$ cat src/rtl/mem_arbiter.sv
// mem_arbiter
//
// Shares one single-port local memory between three requesters (DMA, CPU,
// accelerator). Requests are arbitrated round-robin and exactly one memory
// transaction is in flight at any time. Each requester sees the same
// En/WrEn/Addr/Data -> Out/Valid handshake that the memory controller offers.
//
// Ports:
//   clk, rst_n                     clock, asynchronous active-low reset
//   DMA*/CPU*/Acl* En, WrEn        request strobe and write select
//   DMA*/CPU*/Acl* Addr, Data      word address and write data
//   DMAOut/CPUOut/AclOut           last read data returned to each requester
//   DMAValid/CPUValid/AclValid     one-cycle completion pulse
//   mem_en, mem_wr_en              memory strobe and write select
//   mem_addr, mem_wdata            memory address and write data
//   mem_rdata                      memory read data, RD_LATENCY cycles after mem_en
//   grant                          one-hot owner of the current transaction
//   busy                           high whenever a transaction is in progress
//
// All outputs come straight from flops.

module mem_arbiter #(
    parameter int DATA_WIDTH = 32,
    parameter int ADDR_WIDTH = 18,
    parameter int RD_LATENCY = 1
) (
    input  logic                  clk,
    input  logic                  rst_n,

    input  logic                  DMAEn,
    input  logic                  DMAWrEn,
    input  logic [ADDR_WIDTH-1:0] DMAAddr,
    input  logic [DATA_WIDTH-1:0] DMAData,
    output logic [DATA_WIDTH-1:0] DMAOut,
    output logic                  DMAValid,

    input  logic                  CPUEn,
    input  logic                  CPUWrEn,
    input  logic [ADDR_WIDTH-1:0] CPUAddr,
    input  logic [DATA_WIDTH-1:0] CPUData,
    output logic [DATA_WIDTH-1:0] CPUOut,
    output logic                  CPUValid,

    input  logic                  AclEn,
    input  logic                  AclWrEn,
    input  logic [ADDR_WIDTH-1:0] AclAddr,
    input  logic [DATA_WIDTH-1:0] AclData,
    output logic [DATA_WIDTH-1:0] AclOut,
    output logic                  AclValid,

    output logic                  mem_en,
    output logic                  mem_wr_en,
    output logic [ADDR_WIDTH-1:0] mem_addr,
    output logic [DATA_WIDTH-1:0] mem_wdata,
    input  logic [DATA_WIDTH-1:0] mem_rdata,

    output logic [2:0]            grant,
    output logic                  busy
);

    typedef enum logic [1:0] {
        IDLE  = 2'd0,
        ISSUE = 2'd1,
        WAIT  = 2'd2,
        DONE  = 2'd3
    } state_t;

    // WAIT counts 0 .. RD_LATENCY-1; the last count is the capture cycle.
    localparam logic [1:0] LAST_CNT = 2'(RD_LATENCY - 1);

    state_t                  state_q,     state_d;
    logic [2:0]              last_q,      last_d;
    logic [2:0]              grant_q,     grant_d;
    logic                    busy_q,      busy_d;
    logic [1:0]              cnt_q,       cnt_d;
    logic [2:0]              valid_q,     valid_d;
    logic                    mem_en_q,    mem_en_d;
    logic                    mem_wr_en_q, mem_wr_en_d;
    logic [ADDR_WIDTH-1:0]   mem_addr_q,  mem_addr_d;
    logic [DATA_WIDTH-1:0]   mem_wdata_q, mem_wdata_d;
    logic [DATA_WIDTH-1:0]   out_q [3];
    logic [DATA_WIDTH-1:0]   out_d [3];

    logic [2:0]              req;
    logic [2:0]              win;
    logic                    sel_wr_en;
    logic [ADDR_WIDTH-1:0]   sel_addr;
    logic [DATA_WIDTH-1:0]   sel_wdata;

    assign req = {AclEn, CPUEn, DMAEn};

    // Round-robin pick: search starts at the requester after the last winner,
    // in the fixed ring DMA -> CPU -> Acl -> DMA.
    always_comb begin
        win = 3'b000;
        case (last_q)
            3'b001: begin
                if      (req[1]) win = 3'b010;
                else if (req[2]) win = 3'b100;
                else if (req[0]) win = 3'b001;
            end
            3'b010: begin
                if      (req[2]) win = 3'b100;
                else if (req[0]) win = 3'b001;
                else if (req[1]) win = 3'b010;
            end
            default: begin
                if      (req[0]) win = 3'b001;
                else if (req[1]) win = 3'b010;
                else if (req[2]) win = 3'b100;
            end
        endcase
    end

    // Steer the winner's request fields toward the memory-side registers.
    always_comb begin
        sel_wr_en = DMAWrEn;
        sel_addr  = DMAAddr;
        sel_wdata = DMAData;
        if (win[1]) begin
            sel_wr_en = CPUWrEn;
            sel_addr  = CPUAddr;
            sel_wdata = CPUData;
        end else if (win[2]) begin
            sel_wr_en = AclWrEn;
            sel_addr  = AclAddr;
            sel_wdata = AclData;
        end
    end

    // Next-state and next-output computation. Every output is produced one
    // cycle ahead here so that the registered version lines up with the state
    // it belongs to (e.g. mem_en_d is raised while leaving IDLE, so mem_en is
    // high exactly during ISSUE).
    always_comb begin
        state_d     = state_q;
        last_d      = last_q;
        grant_d     = grant_q;
        busy_d      = busy_q;
        cnt_d       = cnt_q;
        valid_d     = 3'b000;
        mem_en_d    = 1'b0;
        mem_wr_en_d = mem_wr_en_q;
        mem_addr_d  = mem_addr_q;
        mem_wdata_d = mem_wdata_q;
        for (int i = 0; i < 3; i++) begin
            out_d[i] = out_q[i];
        end

        case (state_q)
            IDLE: begin
                if (|req) begin
                    grant_d     = win;
                    last_d      = win;
                    busy_d      = 1'b1;
                    mem_en_d    = 1'b1;
                    mem_wr_en_d = sel_wr_en;
                    mem_addr_d  = sel_addr;
                    mem_wdata_d = sel_wdata;
                    state_d     = ISSUE;
                end else begin
                    grant_d = 3'b000;
                    busy_d  = 1'b0;
                end
            end

            ISSUE: begin
                cnt_d = 2'd0;
                if (mem_wr_en_q) begin
                    valid_d = grant_q;
                    state_d = DONE;
                end else begin
                    state_d = WAIT;
                end
            end

            WAIT: begin
                if (cnt_q == LAST_CNT) begin
                    for (int i = 0; i < 3; i++) begin
                        if (grant_q[i]) begin
                            out_d[i] = mem_rdata;
                        end
                    end
                    valid_d = grant_q;
                    state_d = DONE;
                end else begin
                    cnt_d = cnt_q + 2'd1;
                end
            end

            DONE: begin
                grant_d = 3'b000;
                busy_d  = 1'b0;
                state_d = IDLE;
            end

            default: begin
                grant_d = 3'b000;
                busy_d  = 1'b0;
                state_d = IDLE;
            end
        endcase
    end

    // State and output registers. Reset leaves the last-grant pointer on Acl so
    // that DMA is the first winner afterwards.
    always_ff @(posedge clk or negedge rst_n) begin
        if (!rst_n) begin
            state_q     <= IDLE;
            last_q      <= 3'b100;
            grant_q     <= 3'b000;
            busy_q      <= 1'b0;
            cnt_q       <= 2'd0;
            valid_q     <= 3'b000;
            mem_en_q    <= 1'b0;
            mem_wr_en_q <= 1'b0;
            mem_addr_q  <= '0;
            mem_wdata_q <= '0;
            for (int i = 0; i < 3; i++) begin
                out_q[i] <= '0;
            end
        end else begin
            state_q     <= state_d;
            last_q      <= last_d;
            grant_q     <= grant_d;
            busy_q      <= busy_d;
            cnt_q       <= cnt_d;
            valid_q     <= valid_d;
            mem_en_q    <= mem_en_d;
            mem_wr_en_q <= mem_wr_en_d;
            mem_addr_q  <= mem_addr_d;
            mem_wdata_q <= mem_wdata_d;
            for (int i = 0; i < 3; i++) begin
                out_q[i] <= out_d[i];
            end
        end
    end

    assign DMAOut    = out_q[0];
    assign CPUOut    = out_q[1];
    assign AclOut    = out_q[2];
    assign DMAValid  = valid_q[0];
    assign CPUValid  = valid_q[1];
    assign AclValid  = valid_q[2];
    assign mem_en    = mem_en_q;
    assign mem_wr_en = mem_wr_en_q;
    assign mem_addr  = mem_addr_q;
    assign mem_wdata = mem_wdata_q;
    assign grant     = grant_q;
    assign busy      = busy_q;

endmodule

$ cat config.mk
export PLATFORM = sky130hd
export DESIGN_NAME = mem_arbiter
export DESIGN_NICKNAME = d
export VERILOG_FILES = /design/src/rtl/mem_arbiter.sv
export SDC_FILE = /design/constraint.sdc
export NUM_CORES = 1
export LEC_CHECK = 0
export CORE_MARGIN = 5
export CORE_UTILIZATION = 42
export DETAILED_ROUTE_END_ITERATION = 8
export GPL_TIMING_DRIVEN = 0
export PLACE_DENSITY = 0.81
export SLEW_MARGIN = 10
export SYNTH_ARGS = -nofsm -noshare
export SYNTH_HDL_FRONTEND = slang
export SYNTH_SLANG_ARGS = --single-unit
$ cat constraint.sdc
create_clock -name clk -period 2.4 [get_ports clk]
set_input_delay 0.24 -clock clk [delete_from_list [all_inputs] [get_ports clk]]
set_output_delay 0.24 -clock clk [all_outputs]
set_load 0.1 [all_outputs]
After elaboration in Yosys (flattened, before gate mapping)
Index checks and enable logic that the tools add are counted.

cells by class
  $add $sub $neg = 1
  equal/unequal tests = 8
  multiplexer cells = 30
  reductions and logical operators = 11

operators with widths
  cell                   number
  $mux W32               2
  $mux W18               2
  $mux W3                9
  $pmux W3 S2            3
  $mux W2                5
  $reduce_and A3 Y1      3
  $pmux W2 S4            1
  $mux W1                6
  $ne A2 B2 Y1 const B   3
  $reduce_and A2 Y1      3
  $eq A2 B2 Y1 const B   2
  $logic_not A2 Y1       2
  $pmux W2 S2            1
  $reduce_bool A2 Y1     2
  $eq A3 B1 Y1 const B   1
  $eq A3 B2 Y1 const B   1
  $reduce_or A3 Y1       1
  $add A2 B1 Y2 const B  1
  $eq A2 B1 Y1 const B   1
  $pmux W1 S2            1

storage, ports and cells
  register bits after elaboration = 162
  bits of input ports = 190
  output and inout port bits = 155
  logic and storage cells = 63

Logic depth before layout (Yosys ltp)
Gate-level depths: netlist (run 1).

  depth in word-level cells = 6
  mapped depth = 7
  gate-level depth less buffers = 6

Least setup slack after synthesis (run 1)
No wires, ideal clock.

  path kind = reg-to-reg
  from = register grant_q[1] (netlist: grant[1])
  to = register out_q, in the netlist CPUOut[10]
  library setup time = 0.128 ns
  arrival = 1.757 ns
  required time = 2.272 ns
  slack = 0.514 ns
  cell stages (with the launch flop) = 4
  buffers on the path = 1
  period minus slack after synthesis = 1.886 ns
  cell sequence = dfrtp_1 nand3_1 buf_2 mux2_1

on the way
  cells in the longest elaborated chain, start to end = 1

ends and longest elaborated chain
  item                                line  source
  start, declared                     73    logic [2:0] grant_q, grant_d;
  start signal, assigned              225   grant_q <= grant_d;
  $reduce_and A3 Y1 (no source line)  -
  end signal, assigned by index       234   out_q[i] <= out_d[i];
  end, declared                       81    logic [DATA_WIDTH-1:0] out_q [3];

Every way passes these cells.
A chain may end at the register's enable or synchronous reset.

Worst setup path after layout (run 1)
  from = register grant_q[0] (netlist: grant[0])
  to = output port grant[0]

RTL lines
  item           line  source
  end, declared  57    output logic [2:0] grant,

No word-level cell between the ends.

==> run metrics, run 1 <==
status completed; Max Clock Freq 439 MHz; cell type with the largest total area after synthesis dfrtp_1; grt ovf 0; die width ~140 um; via count 6054; sequential-to-total area share from yosys stat 0.539; row count 49; WS Path Type flop to primary output; Avg Synthesized Cell Area 13.2 um2; vias in the first global route 6103; Residual DRC 0; Mapped Cells 571; footprint of the multi-input gates approximately 3100 um2; Reg area 4060 um2; final setup violation count 0; Crit. End Element primary output; buffers plus inverters on the worst setup path 1; Yosys reg bits 162; Worst-path clk slew ~0.080 ns; detailed placement HPWL 18000 um; CTS root buffer clkbuf_16; RSZ-0062 raised after global routing no; n_diodes 0; WL/cell 19.4 um; Worst setup SP type flop; most frequent cells in the layout clkdlybuf4s50_1, dfrtp_1, mux2_1; critical-path cell list clkdlybuf4s50_1; First-pass DRT Iterations 4; initial core utilization 0.423; CTS Buf Count 17; Final ANT Viol Nets 0; largest net degree at the start of global routing approximately 110; DRT iter0 DRCs 219; M2 GR Usage 0.370; Slew headroom 0.297; maxcap violations 0; IO Count roughly 350; GR peak layer met2; first-pass GRT wire length about 34000 um; post-synth top area share 0.536; CP max-delay cell clkdlybuf4s50_1; hold slack 0.322 ns; Net Count, Synth 767; Total GRT Usage 0.214; Yosys warnings 0; Hold Path Class input port to async pin; Worst Path Required 2.16 ns; Final Cycle Share 0.949; CTS tree built; max incr delay on CP 1.19 ns; Nets 1132; Clock Latency Late Sink approximately 0.42 ns; clk sink count 162; Worst-Margin Slew 1.05 ns; Die Ht roughly 140 um; fill count 1371; commonest non-fill, non-tap cell in the layout clkdlybuf4s50_1; Cell Area, Synth 7520 um2; Critical Path Fanout Max 4; H-tree lvl count 4; layout cells sized above 1 0.119; Area contributors post-synth dfrtp_1, mux2_1, o211ai_2; core area 17800 um2; share of flip-flops with an asynchronous set or reset 1.00; antenna violations before repair 0; WP data arrival 2.04 ns; Top FF cell, synth dfrtp_1; Clock Path Buffers 2; Tmin final 2.28 ns; Pins Over Slew Limit 0; delay-heaviest family, CP buffers and inverters; routing usage on met3 0.0559; met1 Resource Use GR 0.263; Netlist cell types 37; number of vias per cell around 5; Post-synth EDFFs 0; total wire length after detailed routing 22900 um; P&R area growth vs syn 58.2%; Port-buffer cells ~340; Clock Skews 0.0170 ns; routability cong. 0.761; Hold Vio Cnt, Final 0; die area 20700 um2
-- routing by layer --
| metal | share of wire | vias up |
|---|---|---|
| met3 | 0.079 | 30 |
| met5 | 0 | - |
| met2 | 0.50 | 253 |
| met4 | 0.021 | 0 |
| li1 | - | 2848 |
| met1 | 0.40 | 2923 |
-- synth_stat cells (all sizes together) (2+ instances only) --
cell type  instances
a21oi              2
a22oi              2
and2               4
and3b              2
buf               24
clkbuf            21
dfrtp            161
ha                 6
inv                6
mux2              97
mux2i             52
nand2             61
nand3              3
nand4             51
nor2               3
o211ai            51
o21ai             11
o31ai              2
-- area by class of cell --
class                   count  area share
flip-flops and latches    162       0.341
well taps                 229      0.0241
multi-input cells         358       0.263
clock inverters            14      0.0137
inverters                   6     0.00189
clock buffers              18      0.0369
repair buffers            346       0.293
plain buffers              45      0.0266
-- metrics by stage --
stage	TNS (ns)	worst slack [ns]	area, um2	std cells	utilization
finish	0	0.124	11900	1178	0.669
global route	0	0.0620	11900	1178	0.669
CTS	0	0.0820	11900	1178	0.669
detailed placement	-0.122	-0.0178	11300	1145	0.634
global placement	-899.37	-5.57	11200	1144	0.633
floorplan	0	0.514	7520	571	-
-- path summary, 6_finish.rpt --
kind                        startpoint           end  slack [ns]  cells after the start
setup / recovery              grant[0]      grant[0]        0.12                      1
hold / removal                   rst_n    DMAOut[30]        0.32                      2
setup reg to reg             last_q[2]   mem_addr[0]        0.39                      5
hold reg to reg               cnt_q[0]      cnt_q[0]        0.48                      1
max in group asynchronous        rst_n     last_q[0]        1.18                      3
min in group clk           CPUAddr[11]  mem_addr[11]        0.41                      3
-- logic make-up (layout without fill, tap and decap cells) --
| family | after synthesis | in the layout | synth area share |
|---|---|---|---|
| buffers and inverters | 51 | 429 | 0.0451 |
| xor gates and xnor gates | 1 | 1 | 0.00117 |
| and+or+nand+nor | 129 | 129 | 0.0867 |
| DFF | 162 | 162 | 0.539 |
| muxes | 149 | 149 | 0.215 |
| AOI/OAI and AO/OA | 73 | 73 | 0.103 |
| adders and majority gates | 6 | 6 | 0.00998 |
-- state kept, by name, summed over array words and instances (netlist names) --
name and cells:
mem_wdata 32, mem_addr 18, busy 1, grant 3, DMAOut 32, CPUOut 32, AclOut 32, mem_en 1
mem_wr_en 1, last_q 3, cnt_q 2, state_q 2, valid_q 3
-- timing repair --
| item | CTS | global route |
|---|---|---|
| setup buffers | 0 | 0 |
| endpoints found under the hold margin | 54 | 0 |
| hold buffers | 1 | 0 |
| gates resized for setup | 0 | 0 |
Power of run 1 is not shown: default switching activity piles up to over one toggle a cycle in this logic, so the estimate is an artifact.
==> run 2, diff against run 1 <==
--- a/config.mk
+++ b/config.mk
@@ -9,7 +9,8 @@
 export CORE_UTILIZATION = 42
 export DETAILED_ROUTE_END_ITERATION = 8
 export GPL_TIMING_DRIVEN = 0
-export PLACE_DENSITY = 0.81
+export PLACE_DENSITY_LB_ADDON = 0.3
+export SKIP_CTS_REPAIR_TIMING = 1
 export SLEW_MARGIN = 10
 export SYNTH_ARGS = -nofsm -noshare
 export SYNTH_HDL_FRONTEND = slang
==> run 2 against run 1 <==
Against the previous run: first-iteration DRC count is 25% higher; flip-flop and latch count stayed put; critical path depth is the same; worst setup slack gained 0.011 ns; non-clock buffer count unchanged; global-route usage up 0.41 points; utilization fell by 0.12 points.
==> run metrics, run 2 (same netlist as run 1, synthesis figures left out) <==
status completed; Worst-path clk slew approximately 0.06 ns; antenna violations before repair 0; first-pass GRT wire length 35000 um; Final ANT Viol Nets 0; CTS Buf Count 17; CTS tree built; die width 144 um; die area 20700 um2; Die Ht 144 um; Hold Path Class input port to async pin; n_diodes 0; Clock Skews ~0.0095 ns; Total GRT Usage 0.218; fin worst setup slack 0.135 ns; delay-heaviest family, CP buffers and inverters; Pins Over Slew Limit 0; initial core utilization 0.423; CP max-delay cell clkdlybuf4s50_1; CTS root buffer clkbuf_16; largest net degree at the start of global routing 84; Worst-Margin Slew 1.05 ns; RSZ-0062 raised after global routing no; grt ovf 0; met2 WL post-DR 11500 um; Crit. End Element primary output; max incr delay on CP 1.19 ns; layout cells sized above 1 0.117; reg2reg setup slack approximately 0.37 ns; Tmin final 2.27 ns; critical-path cell list clkdlybuf4s50_1; max layer used met4; most frequent cells in the layout clkdlybuf4s50_1, dfrtp_1, mux2_1; Clock Latency Late Sink 0.42 ns; row count a little under 50; total wire length after detailed routing roughly 23000 um; core area ~18000 um2; First-pass DRT Iterations 4; WS Path Type flop to primary output; via count 6017; number of vias per cell 5.11; clk sink count 162; WL/cell between 15 and 20 um; buffers plus inverters on the worst setup path 1; routability cong. between 0.8 and 0.9; detailed placement HPWL 17900 um; Hold Vio Cnt, Final 0; setup TNS 0 ns; H-tree lvl count 4; commonest non-fill, non-tap cell in the layout clkdlybuf4s50_1; met3 routed WL between 2000 and 2500 um; dpl ws 0.162 ns; vias in the first global route 6471; fill count 1345; Critical Path Fanout Max 4; Worst Path Required roughly 2.2 ns; Clock Path Buffers 2; Port-buffer cells 344; WP data arrival 2.03 ns; maxcap violations 0; IO Count approximately 350; Max Clock Freq 441 MHz; P&R area growth vs syn 57.9%; final setup violation count 0; Residual DRC 0; Nets 1132; Worst setup SP type flop; Final Cycle Share 0.944; DRT iter0 DRCs 274; Slew headroom 0.300; wire length on met1 8870 um
run 2: cell count changes in the layout (fill, tap and decap cells not counted):
cell        previous run  this run
inv_8                  4         3
clkinv_2               0         2
clkinvlp_4             0         4
clkbuf_1              21        22
clkinv_4               4         0
clkbuf_8               1         0
bufinv_16              0         2
clkinv_8               4         0
run 2: cell type report:
cell class,count,area [um2],share of cell area
buffer,45,317,0.0267
multi-input combinational,358,3120,0.263
clock buffer,18,429,0.0362
inverter,6,22.5,0.00190
clock inverter,13,151,0.0128
tap,229,287,0.0241
timing repair buffer,346,3490,0.294
sequential,162,4060,0.342
run 2: path summary, 6_finish.rpt:
kind / start / endpoint / cells after the start
max in group asynchronous: rst_n / last_q[2] / 3
min in group clk: CPUData[5] / mem_wdata[5] / 3
hold reg to reg: cnt_q[0] / cnt_q[0] / 1
setup reg to reg: state_q[0] / CPUOut[1] / 6
hold / removal: rst_n / AclOut[18] / 2
setup / recovery: grant[0] / grant[0] / 1
run 2: metal layers:
metal | global-route usage | vias up
li1 | - | 2829
met1 | 0.254 | 2878
met2 | 0.383 | 265
met3 | 0.0646 | 45
met4 | 0.0783 | 0
met5 | 0 | -
run 2: per-stage QoR:
stage           util  hold slack (ns)  instances  cell area, um2
2_1_floorplan      -          -0.0556        571            7520
3_3_place_gp   0.633            0.464       1144           11200
3_5_place_dp   0.634            0.287       1145           11300
4_1_cts        0.667           -0.172       1176           11900
5_1_grt        0.668            0.414       1177           11900
6_report       0.668            0.398       1177           11900
Power of run 2 is left out for the same reason.
==> run 3, diff against run 2 <==
--- a/config.mk
+++ b/config.mk
@@ -10,6 +10,7 @@
 export DETAILED_ROUTE_END_ITERATION = 8
 export GPL_TIMING_DRIVEN = 0
 export PLACE_DENSITY_LB_ADDON = 0.3
+export RECOVER_POWER = 100
 export SKIP_CTS_REPAIR_TIMING = 1
 export SLEW_MARGIN = 10
 export SYNTH_ARGS = -nofsm -noshare
==> run 3 against run 2 <==
Against the previous run: hold slack gained 0.0045 ns; die area is the same; count of clock-buffer cells in the layout is the same; sequential share of layout area grew 0.77 points; register-to-register slack lost 0.14 ns; worst setup slack lost 0.029 ns; global-route usage is the same; clock skew grew 0.0011 ns; final cell count is the same; first-iteration DRC count grew 5.1%; highest routed layer unchanged.
==> run metrics, run 3 (same netlist as run 1, synthesis figures left out) <==
Worst Reg-to-Reg Cells 7; die width 144 um; routability cong. 0.808; row count 49; max incr delay on CP 1.26 ns; Slew headroom 0.238; DRT iter0 DRCs 288; reg2reg end mem_wdata[31]; placed cells 1145; Clock Path Buffers 2; WL/cell between 15 and 20 um; Final Cycle Share 0.956; antenna violations before repair 0; CTS tree built; final core utilization 0.653; RSZ-0062 raised after global routing no; Hold Vio Cnt, Final 0; Nets 1132; P&R area growth vs syn 54.4%; hold slack 0.402 ns; buffers plus inverters on the worst setup path 1; Hold Path Class input port to flop; initial core utilization 0.423; die area 20700 um2; Die Ht 144 um; Hold EP mem_addr[5]; First-pass DRT Iterations 4; Residual DRC 0; Pins Over Slew Limit 0; reg2reg setup slack 0.23 ns; most frequent cells in the layout clkdlybuf4s50_1, dfrtp_1, dlygate4sd3_1; Cells on Worst Hold Path 3; vias in the first global route between 6000 and 7000; post-route insts no fill 1177; CTS root buffer clkbuf_16; Max Clock Freq 436 MHz; layout cells sized above 1 0.0633; WP data arrival 2.05 ns; CP max-delay cell dlygate4sd3_1; Clock Skews 0.0105 ns; Final ANT Viol Nets 0; number of vias per cell 5.11; reg-to-reg startpoint state_q[0]; commonest non-fill, non-tap cell in the layout clkdlybuf4s50_1; CTS Buf Count 17; n_diodes 0; delay-heaviest family, CP buffers and inverters; maxcap violations 0; first-pass GRT wire length 35000 um; Clock Latency Late Sink 0.42 ns; largest net degree at the start of global routing 84; core area 17800 um2; Worst-path clk slew approximately 0.070 ns; hold_sp CPUAddr[5]; IO Count 345; via count roughly 6000; grt ovf 0; Port-buffer cells 344; status completed; H-tree lvl count 4; Tmin final 2.29 ns; Worst Path Required ~2.2 ns; critical-path cell list dlygate4sd3_1; detailed placement HPWL 17900 um; WS Path Type flop to primary output; Total GRT Usage 0.218; clk sink count 162; Crit. End Element primary output; Worst-Margin Slew 1.14 ns; total wire length after detailed routing 23000 um; final setup violation count 0; Worst setup SP type flop; Critical Path Fanout Max 2
[run 3: how the worst max path moves through the flow]
| stage | startpoint | endpoint | slack [ns] | cells past startpoint |
|---|---|---|---|---|
| 2_1_floorplan | grant[1] | CPUOut[10] | 0.51 | 3 |
| 3_3_place_gp | rst_n | mem_wdata[11] | -5.64 | 1 |
| 3_5_place_dp | AclEn | mem_wdata[0] | 0.16 | 6 |
| 4_1_cts | grant[0] | grant[0] | 0.09 | 1 |
| 5_1_grt | state_q[1] | mem_wdata[22] | 0.04 | 7 |
| 6_report | mem_addr[7] | mem_addr[7] | 0.11 | 1 |
[run 3: per-layer routing]
layer  up-vias  GRT usage  share of wire
li1       2838          -              -
met1      2875      0.254           0.38
met2       261      0.383           0.50
met3        42     0.0646          0.088
met4         0     0.0783          0.026
met5         -          0              0
[run 3: final cells by class]
cell class,count,area [um2]
plain buffers,45,312
clock buffers,18,429
clock inverters,13,151
fillers,1388,6170
inverters,6,22.5
multi-input cells,358,2890
flip-flops and latches,162,4060
well taps,229,287
repair buffers,346,3460
[run 3: per-stage QoR]
stage	setup slack [ns]	TNS, ns	area, um2
after CTS	0.0944	0	11900
after global routing	0.0428	0	11600
after global placement	-5.64	-909.19	11200
after floorplan	0.514	0	7520
final	0.105	0	11600
after detailed placement	0.162	0	11300
Power of run 3 is left out for the same reason.
